[src/rtl/bus_transfer_unit.sv]
// Register file on a shared internal bus, driven by a LOAD/MOVE/SWAP/CLEAR command sequencer.
// Latency to done: 2 cycles (LOAD/MOVE/CLEAR) or 4 (SWAP); 1 cycle to err. cmd_ready only in IDLE.
module bus_transfer_unit #(
  parameter int DATA_W   = 4,
  parameter int NUM_REGS = 4,
  localparam int AW      = (NUM_REGS > 2) ? $clog2(NUM_REGS) : 1
) (
  input  logic                       clk,
  input  logic                       rst,
  input  logic                       cmd_valid,
  output logic                       cmd_ready,
  input  logic [1:0]                 cmd_op,
  input  logic [AW-1:0]              cmd_src,
  input  logic [AW-1:0]              cmd_dst,
  input  logic [DATA_W-1:0]          cmd_data,
  output logic [DATA_W-1:0]          bus_out,
  output logic                       done,
  output logic                       err,
  output logic [NUM_REGS*DATA_W-1:0] regs_flat
);

  localparam int RW = NUM_REGS * DATA_W;

  localparam logic [1:0] OP_LOAD  = 2'b00;
  localparam logic [1:0] OP_MOVE  = 2'b01;
  localparam logic [1:0] OP_SWAP  = 2'b10;
  localparam logic [1:0] OP_CLEAR = 2'b11;

  typedef enum logic [2:0] {
    S_IDLE,
    S_EXEC,
    S_SWAP2,
    S_SWAP3,
    S_FIN
  } state_t;

  state_t              state_q, state_d;
  logic [1:0]          op_q, op_d;
  logic [AW-1:0]       src_q, src_d;
  logic [AW-1:0]       dst_q, dst_d;
  logic [DATA_W-1:0]   data_q, data_d;
  logic [DATA_W-1:0]   tmp_q, tmp_d;
  logic [RW-1:0]       regs_q, regs_d;
  logic [DATA_W-1:0]   bus_q, bus_d;
  logic                done_q, done_d;
  logic                err_q, err_d;

  logic                wr_en;
  logic [AW-1:0]       wr_idx;
  logic [DATA_W-1:0]   wr_val;
  logic                accept;
  logic                cmd_bad;
  logic [DATA_W-1:0]   cmd_src_val;
  logic [DATA_W-1:0]   src_val;
  logic [DATA_W-1:0]   dst_val;

  // Explicit mux so indices beyond NUM_REGS (non power-of-2 sizes) read as zero.
  function automatic logic [DATA_W-1:0] pick(input logic [RW-1:0] flat, input logic [AW-1:0] idx);
    logic [DATA_W-1:0] v;
    v = '0;
    for (int i = 0; i < NUM_REGS; i++) begin
      if (AW'(i) == idx) v = flat[i*DATA_W +: DATA_W];
    end
    return v;
  endfunction

  function automatic logic idx_ok(input logic [AW-1:0] idx);
    return int'(idx) < NUM_REGS;
  endfunction

  assign cmd_ready   = (state_q == S_IDLE) && !rst;
  assign accept      = cmd_valid && cmd_ready;
  assign cmd_src_val = pick(regs_q, cmd_src);
  assign src_val     = pick(regs_q, src_q);
  assign dst_val     = pick(regs_q, dst_q);
  assign cmd_bad     = !idx_ok(cmd_dst) ||
                       (((cmd_op == OP_MOVE) || (cmd_op == OP_SWAP)) && !idx_ok(cmd_src));

  always_comb begin
    state_d = state_q;
    op_d    = op_q;
    src_d   = src_q;
    dst_d   = dst_q;
    data_d  = data_q;
    tmp_d   = tmp_q;
    bus_d   = '0;
    done_d  = 1'b0;
    err_d   = 1'b0;
    wr_en   = 1'b0;
    wr_idx  = dst_q;
    wr_val  = '0;

    // bus_d/done_d/err_d are the values shown during the state being entered.
    case (state_q)
      S_IDLE: begin
        if (accept) begin
          op_d   = cmd_op;
          src_d  = cmd_src;
          dst_d  = cmd_dst;
          data_d = cmd_data;
          if (cmd_bad) begin
            state_d = S_FIN;
            err_d   = 1'b1;
          end else begin
            state_d = S_EXEC;
            case (cmd_op)
              OP_LOAD:          bus_d = cmd_data;
              OP_MOVE, OP_SWAP: bus_d = cmd_src_val;
              default:          bus_d = '0;
            endcase
          end
        end
      end

      S_EXEC: begin
        case (op_q)
          OP_LOAD: begin
            wr_en  = 1'b1;
            wr_val = data_q;
          end
          OP_MOVE: begin
            wr_en  = 1'b1;
            wr_val = src_val;
          end
          OP_CLEAR: begin
            wr_en  = 1'b1;
            wr_val = '0;
          end
          default: begin
            tmp_d = src_val;
          end
        endcase
        if (op_q == OP_SWAP) begin
          state_d = S_SWAP2;
          bus_d   = dst_val;
        end else begin
          state_d = S_FIN;
          done_d  = 1'b1;
        end
      end

      S_SWAP2: begin
        wr_en   = 1'b1;
        wr_idx  = src_q;
        wr_val  = dst_val;
        state_d = S_SWAP3;
        bus_d   = tmp_q;
      end

      S_SWAP3: begin
        wr_en   = 1'b1;
        wr_idx  = dst_q;
        wr_val  = tmp_q;
        state_d = S_FIN;
        done_d  = 1'b1;
      end

      S_FIN: begin
        state_d = S_IDLE;
      end

      default: begin
        state_d = S_IDLE;
      end
    endcase

    regs_d = regs_q;
    if (wr_en) begin
      for (int i = 0; i < NUM_REGS; i++) begin
        if (AW'(i) == wr_idx) regs_d[i*DATA_W +: DATA_W] = wr_val;
      end
    end
  end

  always_ff @(posedge clk) begin
    if (rst) begin
      state_q <= S_IDLE;
      op_q    <= OP_LOAD;
      src_q   <= '0;
      dst_q   <= '0;
      data_q  <= '0;
      tmp_q   <= '0;
      regs_q  <= '0;
      bus_q   <= '0;
      done_q  <= 1'b0;
      err_q   <= 1'b0;
    end else begin
      state_q <= state_d;
      op_q    <= op_d;
      src_q   <= src_d;
      dst_q   <= dst_d;
      data_q  <= data_d;
      tmp_q   <= tmp_d;
      regs_q  <= regs_d;
      bus_q   <= bus_d;
      done_q  <= done_d;
      err_q   <= err_d;
    end
  end

  assign bus_out   = bus_q;
  assign done      = done_q;
  assign err       = err_q;
  assign regs_flat = regs_q;

endmodule

[config.mk]
export PLATFORM = sky130hd
export DESIGN_NAME = bus_transfer_unit
export DESIGN_NICKNAME = d
export VERILOG_FILES = /design/src/rtl/bus_transfer_unit.sv
export SDC_FILE = /design/constraint.sdc
export NUM_CORES = 1
export LEC_CHECK = 0
export BUFFER_PORTS_ARGS = -buffer_cell sky130_fd_sc_hd__buf_2
export CORE_MARGIN = 4
export CORE_UTILIZATION = 58
export CTS_BUF_LIST = sky130_fd_sc_hd__clkbuf_4 sky130_fd_sc_hd__clkbuf_8
export CTS_CLUSTER_DIAMETER = 200
export DETAILED_ROUTE_END_ITERATION = 7
export GPL_TIMING_DRIVEN = 0
export HOLD_SLACK_MARGIN = 0.08
export PLACE_DENSITY = 0.82
export SYNTH_ARGS = -nofsm -noshare
export SYNTH_HDL_FRONTEND = slang
export SYNTH_SLANG_ARGS = --single-unit
[constraint.sdc]
create_clock -name clk -period 3.2 [get_ports clk]
set_input_delay 0.32 -clock clk [delete_from_list [all_inputs] [get_ports clk]]
set_output_delay 0.32 -clock clk [all_outputs]
set_load 0.01 [all_outputs]
# After elaboration in Yosys (flattened, before gate mapping)
# Cells that the tools add are included.
[classes]
n_addsub = 0
multipliers = 0
div_mod_pow = 0
order_cmp = 0
eq_ne = 21
shift = 0
muxes = 26
bitwise_logic = 1
reduce_logical = 19
[op_table]
columns = ["cell", "n"]
rows = [
  ["$mux 4", 14],
  ["$pmux 4 s3", 2],
  ["$eq 2x2->1 const A", 8],
  ["$pmux 4 s2", 2],
  ["$logic_not 2->1", 6],
  ["$pmux 3 s4", 1],
  ["$reduce_and 2->1", 6],
  ["$eq 1x2->1 const A", 4],
  ["$eq 2x2->1 const B", 3],
  ["$eq 3x2->1 const B", 2],
  ["$mux 3", 2],
  ["$eq 2x1->1 const B", 2],
  ["$pmux 1 s2", 2],
  ["$reduce_or 2->1", 2],
  ["$eq 3x1->1 const B", 1],
  ["$logic_not 3->1", 1],
  ["$reduce_or 3->1", 1],
  ["$logic_and 1x1->1", 2],
  ["$mux 1", 2],
  ["$mux 2", 1],
  ["$ne 2x2->1 const B", 1],
  ["$logic_not 1->1", 1],
  ["$not 1->1", 1],
]
[word_totals]
regBits = 38
latch_bits = 0
ramBits = 0
romBits = 0
out_inout_bits = 23
wordCells = 79
mem_count = 0

# Logic depth before layout (Yosys ltp)
# Gate-level depths: netlist of run 1.
[depth]
word_depth = 8
depth_mapped = 6

# Worst setup path before layout of run 1
# Ideal clock, no wire load.
[synth_path]
path_type = "register to register"
startpoint = "reg src_q[0]"
endpoint = "reg regs_q[7] (netlist: regs_flat[7])"
setup_ns = 0.147
t_arrival_ns = 1.512
setup_slack_ns = 1.542
stages_incl_launch_ff = 6
path_buffers = 1
period_less_slack_ns = 1.658
cell_sequence = "dfxtp_1 -> buf_6 -> mux4_2 -> mux2_4 -> a22oi_2 -> a211oi_1"
[synth_via]
elab_chain_len = 7
word_cells_on_any_way = 13
classes_between = "eq/ne: 4; mux: 7; reduce/logical: 2"
[synth_rtl]
columns = ["element", "line", "source"]
rows = [
  ["from (decl)", "39", "logic [AW-1:0] src_q, src_d;"],
  ["from (signal assigned)", "190", "src_q <= src_d;"],
  ["$logic_not 2->1", "62", "if (AW'(i) == idx) v = flat[i*DATA_W +: DATA_W];"],
  ["$mux 4 (4 in a row)", "62", ""],
  ["$pmux 4 s2", "116", "case (op_q)"],
  ["$pmux 4 s3", "94", "case (state_q)"],
  ["to (signal assigned)", "194", "regs_q <= regs_d;"],
  ["to (decl)", "43", "logic [RW-1:0] regs_q, regs_d;"],
]
# Parallel ways exist; a longest one is shown, timed or not.
# A chain may end at the register's enable or synchronous reset.

# Final worst setup path of run 1
[layout_path]
startpoint = "reg state_q[2]"
endpoint = "out cmd_ready"
[layout_via]
elab_chain_len = 2
[layout_rtl]
columns = ["element", "line", "source"]
rows = [
  ["from (decl)", "37", "state_t state_q, state_d;"],
  ["from (signal assigned)", "188", "state_q <= state_d;"],
  ["$logic_not 3->1", "71", "assign cmd_ready = (state_q == S_IDLE) && !rst;"],
  ["$logic_and 1x1->1", "71", ""],
  ["to (decl)", "11", "output logic cmd_ready,"],
]
# No other way between the ends.

==> impl_results.md, run 1 <==
* Outcome: completed
* DRT Wirelength at 4.88 mm
* EDFF count, synth at 0
* Worst Setup Start Kind: flip-flop
* Initial antenna violation count at 0
* Final period util at 0.725
* Critical Path RT at 2.88 ns
* Synth async-reset ratio at 0
* Layout cells sized above 1 at 0.318
* FF-to-FF path depth at 5
* Worst-Margin Slew at 0.665 ns
* CTS sink count at 38
* Setup total negative slack at 0 ns
* Clock skew at 0.0112 ns
* Fmax at 431 MHz
* Hold WC Path Type: in2reg
* Die Ht at 67.6 um
* Post-CTS sizing at 0
* DR vias at 1,737
* Placeable Area at 3390 sq um
* Syn Std Cell Area at 2060 sq um
* # IOs at 36
* Reg2reg end: dst_q[0]$_SDFFE_PP0P_
* WP data arrival at 2.00 ns
* GPL Wtd Cong at 0.863
* Nets at 259
* Worst Hold Depth at 3
* Initial DRC Count at 151
* Clock Path Buffers at 2
* Vias in the first global route at 1,653
* Pwr dens at 449 nW/um^2
* Syn Inst Count at 205
* Worst reg2reg startpoint: state_q[2]$_SDFFE_PP0P_
* Cell Int Power at 0.000800 W
* Drt via density at 5.97
* Sequential share of power at 0.467
* Initial Utilization at 0.607
* Detail Route Antenna Nets at 0
* Reg2reg setup slack at 1.34 ns
* # DRC at 0
* Pleak at 0.915 nW
* Placement Setup Slack at 1.34 ns
* Largest net degree at the start of global routing at 14
* Crit-path max FO at 10
* Seq/Total Area, Yosys at 0.370
* Clock insertion delay at the later pin of the skew report at 0.36 ns
* Post-synth top area share at 0.370
* Slew headroom at 0.553
* Tot Pwr at 0.00107 W
* Main synth FF type: dfxtp_1
* Critical Path Sink Type: output pin
* Unique masters post-synth at 37
* Sw frac at 0.253
* Fin cells at 291
* Hold-fix buffers, CTS at 0
* Number of max-cap violations at 0
* Final setup margin at 0.879 ns
* Final setup fails at 0
* Clock power frac at 0.390
* Clk root buf: clkbuf_4
* Max-slew violations at 0
* Top cells by count, synth: dfxtp_1, nor2_1, a211oi_1, nand2_1, mux2i_1
* Yosys warning total at 0
* Global-route wire length before repair at 8.16 mm
* DR pass1 iterations at 4
* Crit Path Category: reg2out
* CTS clock-pin slew for the worst setup and hold paths at 0.13 ns
* Min-Delay Endpoint: dst_q[1]$_SDFFE_PP0P_
* Die ar. at 4570 sq um
* Post-Place Cells at 283
* Min Clock Period, post-route at 2.32 ns
* Grt ovf at 0
* H-Tree Depth at 2
* Worst hold start: cmd_dst[1]
* # diodes at 0
* Gate power share at 0.143
* CTS tree: done
* Leading post-synthesis cells by cell area: dfxtp_1, mux4_2, mux2i_1, a211oi_1, nor2_1
* Area grow syn2layout at 15.7%
* Rows at 21
* Most frequent cell after synthesis: dfxtp_1
* Post-detail-place hpwl at 3.68 mm
* Largest area contributor in the netlist: dfxtp_1
* Peak VDD IR at 0.000222 V
* Overall Global Routing Usage at 0.240
* Synthesized Nets at 220
* Final Hold Fails at 0
* Die X at 67.6 um
* NetSw at 0.000271 W
* # port buffers at 32
* CTS Buf Count at 5
* Avg Inst Size Synth at 10.0 sq um
* FF+latch count, synth at 38
* RSZ-0062 raised after global routing: no
* Avg WL per Cell at 16.8 um
* Final Util at 0.703
* Post-CTS setup buffers at 0
## sequential cells by signal, summed over array words and instances, names as in the netlist
| register | flops |
|---|---|
| dst_q | 2 |
| state_q | 3 |
| regs_flat | 16 |
| done | 1 |
| op_q | 2 |
| tmp_q | 4 |
| src_q | 2 |
| data_q | 4 |
| bus_out | 4 |
## kinds of logic (layout without fill, tap and decap cells)
kind of cell	count (synthesis)	after routing	synth area share
compound gates	44	44	0.176
fa+ha+maj	2	2	0.0122
buf+inv	21	61	0.0596
flops	38	38	0.370
mux	28	28	0.197
other cells	1	1	0.00182
simple gates	71	71	0.184
## layer usage
metal	wire length, um	GRT usage	vias to the layer above
li1	-	-	847
met1	2240	0.330	823
met2	2250	0.369	60
met3	335	0.0582	7
met4	50	0.0709	0
met5	0	0	-
## area by class of cell
| cell class | count | area, sq um |
|---|---|---|
| multi-input cells | 146 | 1170 |
| flip-flops and latches | 38 | 761 |
| fillers | 255 | 1010 |
| clock buffers | 5 | 37.5 |
| well taps | 46 | 57.6 |
| repair buffers | 32 | 160 |
| inverters | 4 | 15.0 |
| clock inverters | 3 | 68.8 |
| plain buffers | 17 | 108 |
## how the worst max path moves through the flow
stage / depth (start not counted) / endpoint / startpoint
2_1_floorplan: 5 / regs_flat[7]$_SDFFE_PP0P_ / src_q[0]$_SDFFE_PP0P_
3_3_place_gp: 4 / cmd_ready / state_q[2]$_SDFFE_PP0P_
3_5_place_dp: 4 / cmd_ready / state_q[2]$_SDFFE_PP0P_
4_1_cts: 4 / cmd_ready / state_q[2]$_SDFFE_PP0P_
5_1_grt: 4 / cmd_ready / state_q[2]$_SDFFE_PP0P_
6_report: 4 / cmd_ready / state_q[2]$_SDFFE_PP0P_
## critical path, stage by stage, from the launching register on
cell     delay [ns]
dfxtp_1        0.34
buf_2          0.18
nor4_1         0.61
buf_2          0.35
buf_2          0.17
## power by group through the flow
| stage | Sequential (W) | Combinational (W) | Clock, W |
|---|---|---|---|
| final | 0.000500 | 0.000153 | 0.000418 |
| after global routing | 0.000502 | 0.000167 | 0.000439 |
| after CTS | 0.000500 | 0.000152 | 0.000418 |
| after detailed placement | 0.000510 | 0.000151 | 0 |
| after global placement | 0.000510 | 0.000148 | 0 |
| after floorplan | 0.000511 | 0.000108 | 0 |
## cell usage in the layout (no fill, tap or decap), types with 2 or more instances in the layout
| cell type | n |
|---|---|
| buf_2 | 39 |
| dfxtp_1 | 38 |
| nor2_1 | 25 |
| nand2_1 | 16 |
| a211oi_1 | 16 |
| mux2i_1 | 12 |
| a21oi_1 | 11 |
| nand3_1 | 10 |
| mux4_2 | 8 |
| clkbuf_4 | 5 |
| inv_1 | 4 |
| clkbuf_1 | 4 |
| mux2_4 | 4 |
| mux2_2 | 4 |
| a22oi_2 | 4 |
| o221ai_1 | 4 |
| a222oi_1 | 4 |
| buf_4 | 3 |
| nand4bb_1 | 3 |
| nor3_1 | 3 |
| nor4_1 | 2 |
| nand2b_1 | 2 |
| nor2b_1 | 2 |
| or4b_4 | 2 |
| o22ai_4 | 2 |
| o22ai_1 | 2 |
| ha_1 | 2 |
| bufinv_16 | 2 |
## per-stage QoR
step | hold slack, ns | area [sq um]
after floorplan | 0.436 | 2060
after global placement | 0.451 | 2280
after detailed placement | 0.453 | 2280
after CTS | 0.214 | 2380
after global routing | 0.213 | 2380
final | 0.210 | 2380
Power figures use the tool's default switching activity.
==> run 2: changes to the inputs <==
--- a/config.mk
+++ b/config.mk
@@ -7,13 +7,13 @@
 export LEC_CHECK = 0
 export BUFFER_PORTS_ARGS = -buffer_cell sky130_fd_sc_hd__buf_2
 export CORE_MARGIN = 4
-export CORE_UTILIZATION = 58
+export CORE_UTILIZATION = 52
 export CTS_BUF_LIST = sky130_fd_sc_hd__clkbuf_4 sky130_fd_sc_hd__clkbuf_8
 export CTS_CLUSTER_DIAMETER = 200
 export DETAILED_ROUTE_END_ITERATION = 7
 export GPL_TIMING_DRIVEN = 0
 export HOLD_SLACK_MARGIN = 0.08
-export PLACE_DENSITY = 0.82
+export PLACE_DENSITY = 0.78
 export SYNTH_ARGS = -nofsm -noshare
 export SYNTH_HDL_FRONTEND = slang
 export SYNTH_SLANG_ARGS = --single-unit
==> constraint.sdc (replaced) <==
create_clock -name clk -period 1.9 [get_ports clk]
set_input_delay 0.19 -clock clk [delete_from_list [all_inputs] [get_ports clk]]
set_output_delay 0.19 -clock clk [all_outputs]
set_load 0.01 [all_outputs]
==> impl_results.md, run 2 (synthesis results as in run 1) <==
* Nets at 259
* Hold-fix buffers, CTS at 0
* Die ar. at 5030 sq um
* Critical Path RT at 2.04 ns
* Global-route wire length before repair at 8.63 mm
* Initial antenna violation count at 0
* Peak VDD IR at 0.000471 V
* RSZ-0062 raised after global routing: yes
* Final Hold Fails at 0
* Pleak at 0.907 nW
* # DRC at 0
* Clk root buf: clkbuf_8
* # diodes at 0
* Placement Setup Slack at 0.0723 ns
* Overall Global Routing Usage at 0.219
* Area grow syn2layout at 15.5%
* Post-CTS setup buffers at 0
* Die Ht at 70.9 um
* Min-Delay Endpoint: dst_q[0]$_SDFFE_PP0P_
* Vias in the first global route at 1,783
* WP data arrival at 1.98 ns
* Reg2reg setup slack at 0.06 ns
* Worst hold start: cmd_dst[0]
* # IOs at 36
* Worst Hold Depth at 3
* CTS Buf Count at 5
* Worst reg2reg startpoint: src_q[0]$_SDFFE_PP0P_
* Largest net degree at the start of global routing at 11
* Hold WC Path Type: in2reg
* Number of max-cap violations at 0
* Initial DRC Count at 158
* DR pass1 iterations at 4
* Avg WL per Cell at 17.8 um
* Final period util at 0.970
* Min Clock Period, post-route at 1.84 ns
* GPL Wtd Cong at 0.863
* Reg2reg end: regs_flat[7]$_SDFFE_PP0P_
* Fmax at 543 MHz
* FILL cells at 351
* Worst Setup Start Kind: flip-flop
* H-Tree Depth at 2
* Outcome: completed
* Detail Route Antenna Nets at 0
* Clock skew at 0.00447 ns
* CTS tree: done
* FF-to-FF path depth at 5
* Clock Path Buffers at 2
* Max reg flops at 16
* Rows at 22
* Slew headroom at 0.515
* Grt ovf at 0
* Most frequent cells in the layout: buf_2, dfxtp_1, nor2_1, nand2_1, a211oi_1
* Die X at 70.9 um
* Crit Path Category: reg2reg
* Critical Path Sink Type: flip-flop
* Register area at 761 sq um
* # port buffers at 32
* Final setup fails at 0
* Crit-path max FO at 7
* CTS sink count at 38
* Post-route cell area at 2380 sq um
* Multi-input gate area at 1190 sq um
* Drt via density at 5.99
* Clock insertion delay at the later pin of the skew report at 0.29 ns
* Initial Utilization at 0.550
* CTS clock-pin slew for the worst setup and hold paths at 0.07 ns
* Pwr dens at 695 nW/um^2
* DRT Wirelength at 5.20 mm
* Post-detail-place hpwl at 3.74 mm
* Final setup margin at 0.0568 ns
* Placed Instance Area at 2280 sq um
* Placeable Area at 3740 sq um
* Worst-Margin Slew at 0.727 ns
* Layout cells sized above 1 at 0.324
* DR vias at 1,750
* Max-slew violations at 0
==> run 2: changes by cell type in the layout (fill, tap and decap cells not counted), sizes merged <==
cell	previous run	this run
buf	45	44
bufinv	2	0
clkbuf	9	12
clkinv	1	0
==> run 2: how the worst max path moves through the flow <==
| stage | cells after the start | from | end | slack, ns |
|---|---|---|---|---|
| finish | 5 | src_q[0]$_SDFFE_PP0P_ | regs_flat[7]$_SDFFE_PP0P_ | 0.06 |
| detailed placement | 5 | src_q[0]$_SDFFE_PP0P_ | regs_flat[13]$_SDFFE_PP0P_ | 0.07 |
| global route | 5 | src_q[0]$_SDFFE_PP0P_ | regs_flat[0]$_SDFFE_PP0P_ | -0.002 |
| floorplan | 5 | src_q[0]$_SDFFE_PP0P_ | regs_flat[7]$_SDFFE_PP0P_ | 0.24 |
| CTS | 5 | src_q[0]$_SDFFE_PP0P_ | regs_flat[13]$_SDFFE_PP0P_ | 0.05 |
| global placement | 5 | src_q[0]$_SDFFE_PP0P_ | regs_flat[13]$_SDFFE_PP0P_ | 0.11 |
==> run 2: report_power, final <==
| group | leakage [nW] | internal [W] | switching, W | total, W |
|---|---|---|---|---|
| Sequential | 0.308 | 0.000822 | 0.0000191 | 0.000841 |
| Clock | 0.0452 | 0.000281 | 0.000268 | 0.000549 |
| Combinational | 0.553 | 0.000115 | 0.000146 | 0.000261 |
==> run 2: critical path, cell delays in order, from the launching register on <==
cell and delay, ns:
dfxtp_1 0.33, buf_6 0.16, mux4_2 0.52, mux2_4 0.28, a22oi_2 0.29, a211oi_1 0.12
==> run 2: area by class of cell <==
type / count / share of cell area
multi-input combinational: 146 / 0.499
sequential: 38 / 0.320
timing repair buffer: 32 / 0.0674
buffer: 17 / 0.0463
clock buffer: 7 / 0.0353
tap: 48 / 0.0253
inverter: 4 / 0.00632
==> run 2: timing repair <==
item,in CTS,in global routing
gates resized for setup,1,2
endpoints found under the setup margin,1,8
hold endpoints to repair,0,0
pin swaps,0,3
==> run 2: per-layer routing <==
metal | global-route usage | vias to the layer above | wire, um
li1 | - | 842 | -
met1 | 0.288 | 836 | 2240
met2 | 0.353 | 59 | 2500
met3 | 0.0384 | 13 | 327
met4 | 0.0939 | 0 | 128
met5 | 0 | - | 0
==> run 2: stage by stage <==
stage | utilization | hold WS (ns) | power, W | setup TNS (ns) | instances
finish | 0.635 | 0.148 | 0.00165 | 0 | 292
global route | 0.635 | 0.157 | 0.00172 | -0.00188 | 292
CTS | 0.633 | 0.146 | 0.00165 | 0 | 292
detailed placement | 0.609 | 0.453 | 0.00112 | 0 | 285
global placement | 0.609 | 0.446 | 0.00111 | 0 | 285
floorplan | - | 0.337 | 0.00104 | 0 | 205
